$ cat src/rtl/dropout_pkg.sv
// dropout_pkg: shared types, constants and helpers for the dropout gradient gate.
// Holds the sequencing states, the LFSR feedback taps and the saturating shift
// that implements inverted-dropout scaling.
package dropout_pkg;

    // Sample sequencing: generate mask (FWD), let the forward stage drain (HOLD),
    // then replay the mask on the gradients (BWD).
    typedef enum logic [1:0] {
        IDLE = 2'd0,
        FWD  = 2'd1,
        HOLD = 2'd2,
        BWD  = 2'd3
    } state_t;

    // Feedback taps 16,14,13,11 expressed as bit positions 15,13,12,10.
    localparam logic [15:0] LFSR_TAPS = 16'hB400;

    // Arithmetic left shift of a sign-extended value, clamped to the signed
    // range of a 'width'-bit word. A shift of zero leaves in-range values untouched.
    function automatic logic signed [31:0] sat_shl(input logic signed [31:0] value,
                                                   input int shift,
                                                   input int width);
        longint wide;
        longint max_v;
        longint min_v;
        wide  = longint'(value) <<< shift;
        max_v = (longint'(1) <<< (width - 1)) - 1;
        min_v = -(longint'(1) <<< (width - 1));
        if (wide > max_v) return 32'(max_v);
        if (wide < min_v) return 32'(min_v);
        return 32'(wide);
    endfunction

endpackage

$ cat src/rtl/dropout_grad_gate_lfsr.sv
// dropout_lfsr16: 16-bit Fibonacci LFSR that steps only when asked.
// Shifts left with the XOR of the tapped bits entering bit 0.
module dropout_lfsr16
    import dropout_pkg::*;
#(
    parameter logic [15:0] SEED = 16'hACE1
) (
    input  logic        clk,
    input  logic        reset,
    input  logic        advance,
    output logic [15:0] value
);

    // Step the sequence once per enabled cycle; reset is the only reseed.
    always_ff @(posedge clk or posedge reset) begin
        if (reset) begin
            value <= SEED;
        end else if (advance) begin
            // NOTE: sequential state uses <= so every flop samples pre-edge values.
            value <= {value[14:0], ^(value & LFSR_TAPS)};
        end
    end

endmodule

$ cat src/rtl/dropout_grad_gate.sv
// dropout_grad_gate: generates a per-sample dropout mask while gating forward
// activations, stores one mask bit per element, then replays that mask on the
// gradient stream so dropped neurons receive zero gradient.
// Optional build macro DROPOUT_GRAD_SCALE_EN: kept values on both paths are
// shifted left by SCALE_SHIFT with signed saturation (inverted dropout).
module dropout_grad_gate
    import dropout_pkg::*;
#(
    parameter int          DATA_W      = 16,
    parameter int          DEPTH       = 64,
    parameter logic [15:0] DROP_THRESH = 16'h8000,
    parameter logic [15:0] LFSR_SEED   = 16'hACE1,
    parameter int          SCALE_SHIFT = 1
) (
    input  logic                       clk,
    input  logic                       reset,
    input  logic                       start,
    input  logic [$clog2(DEPTH):0]     len,
    output logic                       busy,
    input  logic                       fwd_in_valid,
    output logic                       fwd_in_ready,
    input  logic [DATA_W-1:0]          fwd_in_data,
    output logic                       fwd_out_valid,
    input  logic                       fwd_out_ready,
    output logic [DATA_W-1:0]          fwd_out_data,
    input  logic                       bwd_in_valid,
    output logic                       bwd_in_ready,
    input  logic [DATA_W-1:0]          bwd_in_data,
    output logic                       bwd_out_valid,
    input  logic                       bwd_out_ready,
    output logic [DATA_W-1:0]          bwd_out_data,
    output logic                       len_err
);

    localparam int AW = $clog2(DEPTH);
    localparam int CW = AW + 1;

`ifdef DROPOUT_GRAD_SCALE_EN
    localparam bit SCALE_EN = 1'b1;
`else
    localparam bit SCALE_EN = 1'b0;
`endif
    // A zero shift turns the saturating path into an identity for kept values.
    localparam int EFF_SHIFT = SCALE_EN ? SCALE_SHIFT : 0;

    state_t           state;
    state_t           state_next;
    logic [CW-1:0]    len_q;
    logic [CW-1:0]    cnt;
    logic [DEPTH-1:0] mask;
    logic [15:0]      lfsr;
    logic             keep;
    logic             start_ok;
    logic             fwd_fire;
    logic             bwd_fire;
    logic             cnt_last;
    logic [DATA_W-1:0] fwd_gated;
    logic [DATA_W-1:0] bwd_gated;

    dropout_lfsr16 #(
        .SEED (LFSR_SEED)
    ) u_lfsr (
        .clk     (clk),
        .reset   (reset),
        .advance (fwd_fire),
        .value   (lfsr)
    );

    assign start_ok     = (len != '0) && (len <= CW'(DEPTH));
    assign keep         = (lfsr >= DROP_THRESH);
    assign cnt_last     = (cnt == (len_q - CW'(1)));
    assign busy         = (state != IDLE);
    assign fwd_in_ready = (state == FWD) && (!fwd_out_valid || fwd_out_ready);
    assign bwd_in_ready = (state == BWD) && (!bwd_out_valid || bwd_out_ready);
    assign fwd_fire     = fwd_in_valid && fwd_in_ready;
    assign bwd_fire     = bwd_in_valid && bwd_in_ready;

    // Gate (and optionally scale) the incoming beat on each path.
    always_comb begin
        // NOTE: defaults first so every path assigns each output and no latch forms.
        fwd_gated = '0;
        bwd_gated = '0;
        if (keep) begin
            fwd_gated = DATA_W'(sat_shl(32'($signed(fwd_in_data)), EFF_SHIFT, DATA_W));
        end
        if (mask[cnt[AW-1:0]]) begin
            bwd_gated = DATA_W'(sat_shl(32'($signed(bwd_in_data)), EFF_SHIFT, DATA_W));
        end
    end

    // Next-state logic for the sample sequence.
    always_comb begin
        state_next = state;
        case (state)
            IDLE:    if (start && start_ok)     state_next = FWD;
            FWD:     if (fwd_fire && cnt_last)  state_next = HOLD;
            HOLD:    if (!fwd_out_valid)        state_next = BWD;
            BWD:     if (bwd_fire && cnt_last)  state_next = IDLE;
            default:                            state_next = IDLE;
        endcase
    end

    // State register, length latch, element counter, mask store and length error flag.
    always_ff @(posedge clk or posedge reset) begin
        if (reset) begin
            state   <= IDLE;
            len_q   <= '0;
            cnt     <= '0;
            len_err <= 1'b0;
            // NOTE: the mask is a small flop array, so it is cleared on reset like any other state.
            mask    <= '0;
        end else begin
            state <= state_next;
            case (state)
                IDLE: begin
                    if (start) begin
                        if (start_ok) begin
                            len_q   <= len;
                            cnt     <= '0;
                            len_err <= 1'b0;
                        end else begin
                            len_err <= 1'b1;
                        end
                    end
                end
                FWD: begin
                    if (fwd_fire) begin
                        mask[cnt[AW-1:0]] <= keep;
                        cnt               <= cnt + CW'(1);
                    end
                end
                HOLD: begin
                    if (!fwd_out_valid) cnt <= '0;
                end
                BWD: begin
                    if (bwd_fire) cnt <= cnt + CW'(1);
                end
                default: ;
            endcase
        end
    end

    // Forward output register: load on an accepted beat, release once taken.
    always_ff @(posedge clk or posedge reset) begin
        if (reset) begin
            fwd_out_valid <= 1'b0;
            fwd_out_data  <= '0;
        end else if (fwd_fire) begin
            fwd_out_valid <= 1'b1;
            fwd_out_data  <= fwd_gated;
        end else if (fwd_out_ready) begin
            fwd_out_valid <= 1'b0;
        end
    end

    // Gradient output register: load on an accepted beat, release once taken.
    always_ff @(posedge clk or posedge reset) begin
        if (reset) begin
            bwd_out_valid <= 1'b0;
            bwd_out_data  <= '0;
        end else if (bwd_fire) begin
            bwd_out_valid <= 1'b1;
            bwd_out_data  <= bwd_gated;
        end else if (bwd_out_ready) begin
            bwd_out_valid <= 1'b0;
        end
    end

endmodule
$ cat config.mk
export PLATFORM = sky130hd
export DESIGN_NAME = dropout_grad_gate
export DESIGN_NICKNAME = d
export VERILOG_FILES = /design/src/rtl/dropout_pkg.sv /design/src/rtl/dropout_grad_gate_lfsr.sv /design/src/rtl/dropout_grad_gate.sv
export SDC_FILE = /design/constraint.sdc
export NUM_CORES = 1
export LEC_CHECK = 0
export ABC_CLOCK_PERIOD_IN_PS = 8000
export BUFFER_PORTS_ARGS = -buffer_cell sky130_fd_sc_hd__clkbuf_2
export CAP_MARGIN = 0
export CORE_ASPECT_RATIO = 1.25
export CORE_UTILIZATION = 50
export CTS_CLUSTER_DIAMETER = 80
export DETAILED_ROUTE_END_ITERATION = 10
export PLACE_DENSITY = 0.78
export SYNTH_ARGS = -nofsm -noshare
export SYNTH_HDL_FRONTEND = slang
export SYNTH_SLANG_ARGS = --single-unit
$ cat constraint.sdc
create_clock -name clk -period 8 [get_ports clk]
set_input_delay 0 -clock clk [delete_from_list [all_inputs] [get_ports clk]]
set_output_delay 0 -clock clk [all_outputs]
set_load 0.03 [all_outputs]
### Yosys cells after proc, flatten, opt, wreduce, memory -nomap -nowiden

Cells that the tools add are included.

| word-level totals | value |
|---|---|
| bits in registers | 131 |
| logic and storage cells | 97 |
| bits of input ports | 46 |

| operators by class | value |
|---|---|
| equality and inequality tests | 12 |
| $lt $le $gt $ge | 8 |
| muxes and demuxes | 41 |
| $add $sub $neg | 2 |
| reductions and logical operators | 24 |

Operators with widths:

| cell | number |
|---|---|
| $mux W16 | 10 |
| $bwmux W64 | 1 |
| $mux W7 | 5 |
| $gt A16 B16 Y1 const B | 2 |
| $lt A16 B16 Y1 const B | 2 |
| $pmux W7 S4 | 1 |
| $mux W1 | 17 |
| $ge A16 B16 Y1 const B | 1 |
| $reduce_xor A16 Y1 | 1 |
| $ne A2 B2 Y1 const B | 6 |
| $logic_and A1 B1 Y1 | 9 |
| $mux W2 | 4 |
| $pmux W2 S4 | 1 |
| $add A7 B1 Y7 const B | 1 |
| $eq A7 B7 Y1 | 1 |
| $le A7 B7 Y1 const B | 1 |
| $lt A6 B7 Y1 const B | 1 |
| $reduce_bool A7 Y1 | 1 |
| $sub A7 B1 Y7 const B | 1 |
| $bmux W1 S6 | 1 |
| $demux W1 S6 | 1 |
| $ge A6 B1 Y1 const B | 1 |
| $reduce_bool A2 Y1 | 3 |
| $reduce_and A5 Y1 | 1 |
| 9 further kinds | 14 |

### Depth between registers and ports, before layout

Gate-level depths: netlist of the first run.

| logic depth | value |
|---|---|
| depth in word-level cells | 8 |
| mapped depth | 9 |

### Cells and area by module

Synthesis of the first run repeated with hierarchy kept, for this count alone.

| second synthesis, totals | value |
|---|---|
| cells, all modules | 584 |
| area, all modules | 6573.8 µm² |

By module, submodules not included:

| module | instances | cells each | area each (µm²) |
|---|---|---|---|
| dropout_grad_gate | 1 | 545 | 5894.4 |
| dropout_lfsr16 | 1 | 39 | 679.4 |

### Least setup slack after synthesis of the first run

No wires, ideal clock.

| timing path | value |
|---|---|
| path type | register -> register |
| from | reg len_q[0] |
| to | reg state[1] |
| buffers on the path | 0 |
| path slack | 5.698 ns |
| arrival time | 2.177 ns |
| cell stages (with the launch flop) | 9 |
| path through | dfrtp_1 > inv_1 > ha_1 > xnor3_1 > and4_1 > a311o_1 > a221oi_2 > nor3_2 > mux2_4 |

| between the ends | value |
|---|---|
| longest elaborated chain between the ends | 5 |
| elaborated cells between the ends (all ways) | 7 |
| those cells by class | add/sub (1); eq/ne (3); reduce/logical (3) |

RTL lines:

| what | RTL line | RTL |
|---|---|---|
| start: declaration | dropout_grad_gate.sv:48 | `logic [CW-1:0] len_q;` |
| start signal: assignment | dropout_grad_gate.sv:118 | `len_q <= len;` |
| $sub A7 B1 Y7 * | dropout_grad_gate.sv:71 | `assign cnt_last = (cnt == (len_q - CW'(1)));` |
| $eq A7 B7 Y1 * | dropout_grad_gate.sv:71 |  |
| $logic_and A1 B1 Y1 (on tied branches) | dropout_grad_gate.sv:98, dropout_grad_gate.sv:96 |  |
| $ne A2 B1 Y1 (no line) | - |  |
| $reduce_and A4 Y1 (no line) * | - |  |
| end signal: assignment | dropout_grad_gate.sv:113 | `state <= state_next;` |
| end: declaration | dropout_grad_gate.sv:46 | `state_t state;` |

Every way passes the cells marked *; elsewhere a longest branch is shown, timed or not.
A chain may end at the register's enable or synchronous reset.

### Final worst setup path of the first run

| timing path | value |
|---|---|
| from | reg state[1] |
| to | reg mask[45] |

| between the ends | value |
|---|---|
| longest elaborated chain between the ends | 4 |

RTL lines:

| what | RTL line | RTL |
|---|---|---|
| $eq A2 B1 Y1 * | dropout_grad_gate.sv:73, dropout_grad_gate.sv:114 |  |
| $logic_and A1 B1 Y1 | dropout_grad_gate.sv:73 | `assign fwd_in_ready = (state == FWD) && (!fwd_out_valid \|\| fwd_out_ready);` |
| $logic_and A1 B1 Y1 | dropout_grad_gate.sv:75 | `assign fwd_fire = fwd_in_valid && fwd_in_ready;` |
| $reduce_and A2 Y1 (no line) * | - |  |
| end signal: indexed assignment | dropout_grad_gate.sv:128 | `mask[cnt[AW-1:0]] <= keep;` |
| end: declaration | dropout_grad_gate.sv:50 | `logic [DEPTH-1:0] mask;` |

Marked as above.

==> results of run 1 <==
## critical path, stage by stage (launching register included)
cell and delay [ns]:
dfrtp_1 0.41, inv_1 0.10, ha_1 0.24, and3_1 0.99
nand3_1 0.67, nor2_1 0.28, mux2_2 0.36
## worst paths after layout
kind | startpoint | end | slack, ns | depth (start not counted)
worst max-delay path | state[1] | mask[45] | 4.83 | 6
worst min-delay path | fwd_in_valid | fwd_out_valid | 0.14 | 4
worst max register to register | state[1] | mask[45] | 4.83 | 6
worst min register to register | u_lfsr.value[5] | u_lfsr.value[6] | 0.45 | 2
max in group asynchronous | reset | mask[5] | 6.34 | 4
min in group asynchronous | reset | fwd_out_data[4] | 0.24 | 3
## sequential cells by signal, summed over array words and instances, names as in the netlist
signal	flops
bwd_out_valid	1
len_q	7
cnt	7
state	2
bwd_out_data	16
fwd_out_valid	1
mask	64
fwd_out_data	16
u_lfsr.value	16
len_err	1
## area by class of cell
class / instances / area (um2) / share of cell area [%]
multi-input cells: 437 / 2930 / 37.0
repair buffers: 130 / 876 / 11.1
clock buffers: 18 / 429 / 5.43
clock inverters: 14 / 139 / 1.76
inverters: 10 / 40.0 / 0.507
flip-flops and latches: 131 / 3290 / 41.6
well taps: 164 / 205 / 2.60
## layer usage
layer  GRT usage (%)  vias to the layer above
li1                -                     2312
met4            12.6                        0
met5               0                        -
met1            29.3                     2503
met2            43.0                      159
met3            5.65                       46
## power groups by stage
stage	logic (mW)	clock network, mW	registers [mW]
finish	0.937	0.748	1.00
global route	1.02	0.784	1.03
CTS	0.927	0.752	0.994
detailed placement	0.899	0	1.00
global placement	0.870	0	0.992
floorplan	0.630	0	1.03
## kinds of logic after synthesis
family                   after synthesis
buffers and inverters                 47
multiplexers                          97
XOR/XNOR                              10
flip-flops                           131
AND/OR/NAND/NOR                      261
adder cells (fa/ha/maj)                7
AO/OA/AOI/OAI                         62
## placed cells by master, fill, tap and decap left out, types with 3 or more instances in the layout
cell type	netlist	layout
and3_1	3	3
nor2_1	76	76
a21oi_1	10	10
o21ai_0	16	16
xnor2_1	5	5
nor2b_1	3	3
buf_4	1	4
dlygate4sd3_1	0	43
nand2b_1	4	4
nand2_1	127	127
a21oi_2	10	10
xor2_1	4	4
and2_1	3	3
clkbuf_2	0	83
clkinvlp_4	0	3
dfstp_2	8	8
mux2_2	69	69
o31ai_1	3	3
nand3_1	27	27
mux4_2	9	9
nand3b_1	3	3
inv_1	10	9
clkbuf_16	0	17
ha_1	7	7
clkinv_2	0	6
o21ai_1	3	3
dfrtp_1	123	123
a31oi_1	5	5
mux2i_1	17	17
## repair_timing
action	4_1_cts	5_1_grt
setup endpoints to repair	0	0
hold endpoints to repair	88	0
hold buffers	43	0
## metrics by stage
| step | utilization, % | instance area [um2] |
|---|---|---|
| after floorplan | - | 6420 |
| after global placement | 56.0 | 6900 |
| after detailed placement | 56.0 | 6900 |
| after CTS | 64.1 | 7900 |
| after global routing | 64.1 | 7900 |
| final | 64.1 | 7900 |
==> impl_results.md, run 1 <==
- Number of cells after detailed placement: about 830
- Total power: between 2 and 3 mW
- Grt total ovfl: 0
- RSZ-0062 raised after global routing: no
- Netlist Area Pre-Place: 6420 um2
- Commonest cells post-synth: 127 x nand2_1, 123 x dfrtp_1, 76 x nor2_1, 69 x mux2_2
- Die width: 103 um
- Compound-Gate Fraction of Synth Area: about 6.5%
- Starting Density: between 50% and 60%
- Ant diodes: 0
- Root buffer cell: clkbuf_16
- Via Count: around 5000
- WL/cell: between 15 and 20 um
- Critical path required time: around 8.3 ns
- Outcome: finished clean
- Initial antenna violation count: 0
- Cell taking the most area after synthesis: dfrtp_1
- DR pass1 iterations: 5
- Die area: roughly 13000 um2
- Critical Path Sink Type: flip-flop
- Max Freq: roughly 320 MHz
- Clock sink total: about 130
- Met3 wire length: 660 um
- Worst slew margin: between 10% and 20%
- Uppermost routed layer: met4
- Clk pin slew, worst setup/hold paths: about 0.06 ns
- Die height: between 100 and 150 um
- Min Tclk post-route: between 3 and 4 ns
- Kind of critical path: reg -> reg
- Setup Skew: just over 0.006 ns
- PwrDens: about 340 nW/um2
- Xor/xnor share of the synthesized area: under 10%
- Post-synth EDFFs: 0
- Post-synthesis simple-gate area fraction: roughly 18%
- Largest net degree at the start of global routing: 83
- Fin cells: 904
- CTS tree: done
- Hpwl dp: 9080 um
- Post-Syn Instances: 615
- Fill cells: slightly below 900
- Io pins: 84
- Leakage: 3.80 nW
- Metal2 WL: ~8100 um
- # H-tree levels: 4
- Period utilisation layout: between 30% and 40%
- Final Max Slew Viols: 0
- CORE AREA: 12300 um2
- Crit-path max FO: 34
- Critical Path Source Type: flip-flop
- Sequential-to-total area share from yosys stat: around half
- Synth top area share: 48.0%
- Hold_ws: ~0.14 ns
- Synthesized area per cell: ~10 um2
- Syn. warnings: 0
- NetSw: between 1 and 1.5 mW
- Area share of fa/ha/maj cells after synthesis: 1.36%
- Max Cap Viol: 0
- Post_cts resized: 0
- Routed WL: 15500 um
- Clock Path Buffers: 2
- Total CTS buffers: 17
- Vias per inst: ~5.6
- Internal power: about 1.6 mW
- Area Overhead vs Synth: 23.1%
- Gr usage total: 25.1%
- Synthesized flop and latch total: between 100 and 150
- Skew-Pair Late Insertion Delay: 0.42 ns
- VDD IR max: between 0.15 and 0.2 mV
- Largest family of logic cells by synthesized area: multiplexers
- Synth top area cells: dfrtp_1 48%, mux2_2 12%, nand2_1 7.4%, nor2_1 4.4%, dfstp_2 3.3%
- Share of layout cells above drive strength 1: a little under a third
- Pre-CTS setup slack: ~4.9 ns
- Vias in the first global route: around 5200
- Port Buffers: 83
- Mux cell area share after synthesis: a little under a fifth
- Sum of negative setup slack: 0 ns
- Hold Path Class: in -> reg
- Setup-failing EPs final: 0
- Sequential Power Share: 37.3%
- Final #Nets: 780
- Final setup margin: 4.83 ns
- Rows: between 40 and 50
- Sw Ratio: around two fifths
- Distinct cells, synth: 54
- Clock share of power: ~28%
- Combinational share of power: a little over a third
- Wl on met1: 6200 um
- RePlAce Congestion: slightly below 0.8
- WP data arrival: approximately 3.5 ns
- Ys flop type: dfrtp_1
- Ys async rst share: 100%
- Worst-Margin Slew: 1.30 ns
- Initial DRC Count: 241
- Syn Nets: 668
- DRC Markers: 0
- First-pass GRT wire length: approximately 25000 um
- Postcts setup bufs: 0
- Hold Fails Final Rpt: 0
- Routed Antenna Nets: 0
- Most common cell in the synthesized netlist: nand2_1
(Power assumes the default switching activity.)
==> inputs of run 2 (changes only) <==
--- a/config.mk
+++ b/config.mk
@@ -5,14 +5,15 @@
 export SDC_FILE = /design/constraint.sdc
 export NUM_CORES = 1
 export LEC_CHECK = 0
-export ABC_CLOCK_PERIOD_IN_PS = 8000
+export ABC_AREA = 1
+export ABC_CLOCK_PERIOD_IN_PS = 2900
 export BUFFER_PORTS_ARGS = -buffer_cell sky130_fd_sc_hd__clkbuf_2
 export CAP_MARGIN = 0
 export CORE_ASPECT_RATIO = 1.25
 export CORE_UTILIZATION = 50
 export CTS_CLUSTER_DIAMETER = 80
 export DETAILED_ROUTE_END_ITERATION = 10
-export PLACE_DENSITY = 0.78
+export PLACE_DENSITY = 0.8
 export SYNTH_ARGS = -nofsm -noshare
 export SYNTH_HDL_FRONTEND = slang
 export SYNTH_SLANG_ARGS = --single-unit
==> constraint.sdc (replaced) <==
create_clock -name clk -period 2.9 [get_ports clk]
set_input_delay 0 -clock clk [delete_from_list [all_inputs] [get_ports clk]]
set_output_delay 0 -clock clk [all_outputs]
set_load 0.03 [all_outputs]
==> run 2 against run 1 <==
Largest power group is now combinational logic. Critical path type unchanged. Register-to-register slack worse by 4.2 ns. Sequential power rose to 2.6 times the previous value. Wire length rose by 11%.
==> impl_results.md, run 2 <==
- Reg-to-reg slack, setup: ~0.59 ns
- Worst-Margin Slew: 0.943 ns
- Crit-path leading delay family: simple AND/OR/NAND/NOR gates
- Hold Path Class: in -> reg
- Hpwl dp: a little under 10000 um
- RePlAce Congestion: roughly 0.8
- Die width: 106 um
- Max Freq: between 400 and 500 MHz
- Cell taking the most area after synthesis: dfrtp_1
- WP data arrival: approximately 2.7 ns
- Commonest non-fill, non-tap cell in the layout: nand2_1
- DR pass1 iterations: 7
- Distinct cells, synth: 30
- Via Count: around 6300
- Most frequent cells in the layout: 340 x nand2_1, 123 x dfrtp_1, 83 x clkbuf_2, 66 x a21oi_1, 62 x a31oi_1
- Total CTS buffers: 17
- Post_cts resized: 0
- Slowest stage delay, CP: 0.41 ns
- Clk pin slew, worst setup/hold paths: about 0.06 ns
- Skew-Pair Late Insertion Delay: 0.42 ns
- Min Tclk post-route: approximately 2.3 ns
- WP buf/inv: 2
- Largest Register: mask
- Sum of negative setup slack: 0 ns
- Synth top area share: around 46%
- R2R Path Start: state[1]
- Netlist Area Pre-Place: 6740 um2
- Postcts setup bufs: 0
- Clock Path Buffers: 2
- Grt total ovfl: 0
- PwrDens: approximately 930 nW/um2
- Critical path required time: between 3 and 4 ns
- Largest net degree at the start of global routing: 132
- Kind of critical path: reg -> reg
- Initial DRC Count: ~620
- Number of cells after detailed placement: around 1100
- Post-Syn Instances: 865
- VDD IR max: roughly 0.42 mV
- Max reg flops: 64
- Max Cap Viol: 0
- Syn Nets: slightly above 900
- Ys async rst share: 100%
- Hold Path Sink: fwd_out_valid
- Die area: between 10000 and 15000 um2
- Final #Nets: 1025
- Rows: 47
- Outcome: finished clean
- Setup Skew: 0.00815 ns
- WL/cell: 14.8 um
- Setup-failing EPs final: 0
- Hold Startpoint: fwd_in_valid
- Critical path cell sequence: inv_1 -> ha_1 -> nand3_4 -> nand2_1 -> nand2_1 -> nor2_1 -> nand2_1 -> inv_2 -> nand2_1 -> o21ai_0 -> nand2_1 -> nand2_1
- Cell Area, Placed: 7210 um2
- Post-synth EDFFs: 0
- Synthesized flop and latch total: between 100 and 150
- Synthesized area per cell: just under 8 um2
- Clock sink total: ~130
- # H-tree levels: 4
- Area Overhead vs Synth: 22.5%
- Port Buffers: slightly above 80
- Ys flop type: dfrtp_1
- Sequential-to-total area share from yosys stat: 48.8%
- Worst Hold Depth: 3
- Leakage: about 4.2 nW
- FF-to-FF path depth: 12
- Io pins: 84
- Final instance area: between 8000 and 9000 um2
- Total power: approximately 7.6 mW
- Fill cells: 1081
- Worst slew margin: 36.6%
- Routed WL: around 17000 um
- Critical Path Sink Type: flip-flop
- Syn. warnings: 0
- Crit-path max FO: 11
- Worst path most repeated cell: nand2_1
- Die height: 132 um
- Routed Antenna Nets: 0
- Vias per inst: approximately 5.4
- Ant diodes: 0
- Gr usage total: 25.8%
- Hold Fails Final Rpt: 0
- Synth top area cells: dfrtp_1 46%, nand2_1 19%, a31oi_1 5.8%, a21oi_1 4.9%, inv_1 3.2%
- First-pass GRT wire length: between 20000 and 30000 um
- Final Max Slew Viols: 0
- DRC Markers: 0
- CORE AREA: 13200 um2
- CTS tree: done
- Initial antenna violation count: 0
- Root buffer cell: clkbuf_16
- Most common cell in the synthesized netlist: nand2_1
- Hold-fix buffers at CTS: between 40 and 50
- Critical path's slowest cell: dfrtp_1
- Fin cells: ~1200
- Starting Density: 51.1%
- Period utilisation layout: roughly 80%
- Critical Path Source Type: flip-flop
- Worst reg2reg endpoint: state[1]
- Commonest cells post-synth: 340 x nand2_1, 123 x dfrtp_1, 66 x a21oi_1, 62 x a31oi_1, 57 x inv_1
- Share of layout cells above drive strength 1: roughly 16%
- Vias in the first global route: around 6000
- RSZ-0062 raised after global routing: no
-- run 2: cell types whose count changed in the layout (fill, tap and decap cells not counted), sizes merged, moves of 10 or more --
cell   delta
inv      +51
buf      +13
a21oi    +46
o21ai    +23
a31oi    +57
mux4     -10
mux2i    -17
nand2   +214
mux2     -69
nor2     -28
-- run 2: report_power, final --
part / leakage [nW] / switching (mW) / total, mW / internal (mW)
clock: 0.298 / 0.847 / 2.23 / 1.39
combinational: 2.20 / 2.00 / 2.78 / 0.780
sequential: 1.75 / 0.315 / 2.64 / 2.33
-- run 2: layout make-up --
| cell class | count | area, um2 | share of cell area (%) |
|---|---|---|---|
| well taps | 171 | 214 | 2.59 |
| clock inverters | 14 | 176 | 2.14 |
| clock buffers | 18 | 439 | 5.32 |
| multi-input cells | 619 | 2920 | 35.4 |
| inverters | 60 | 229 | 2.77 |
| flip-flops and latches | 131 | 3290 | 39.8 |
| repair buffers | 143 | 986 | 11.9 |
-- run 2: worst max path at each step --
stage               cells after the start       end      from
floorplan                               8   mask[0]  state[1]
global placement                       12  state[0]  state[1]
detailed placement                     12  state[1]  state[1]
CTS                                    12  state[1]  state[1]
global route                           12  state[1]  state[1]
finish                                 12  state[1]  state[1]
-- run 2: logic make-up after synthesis --
group	after synthesis	share of synthesized area (%)
buffers and inverters	115	7.82
AOI/OAI and AO/OA	173	14.1
and+or+nand+nor	433	27.1
muxes	1	0.167
adders and majority gates	7	1.30
xor gates and xnor gates	5	0.650
DFF	131	48.8
-- run 2: worst min-delay path, stage by stage --
cell	delay, ns
clkbuf_2	0.10
nand3_4	0.24
nand2_1	0.09
-- run 2: per-layer routing --
metal  vias up  share of wire (%)  GRT usage, %
li1       3032                  -             -
met1      2894                 41          31.4
met2       262                 50          42.3
met3        62                5.3          5.54
met4         0                4.0          14.5
met5         -                  0             0
-- run 2: through the flow --
step	util [%]	setup WS, ns	hold WS, ns
final	62.7	0.594	0.0663
after global routing	62.7	0.407	0.0739
after CTS	62.7	0.617	0.0569
after detailed placement	54.7	0.636	0.222
after global placement	54.7	0.737	0.206
after floorplan	-	1.12	0.0964
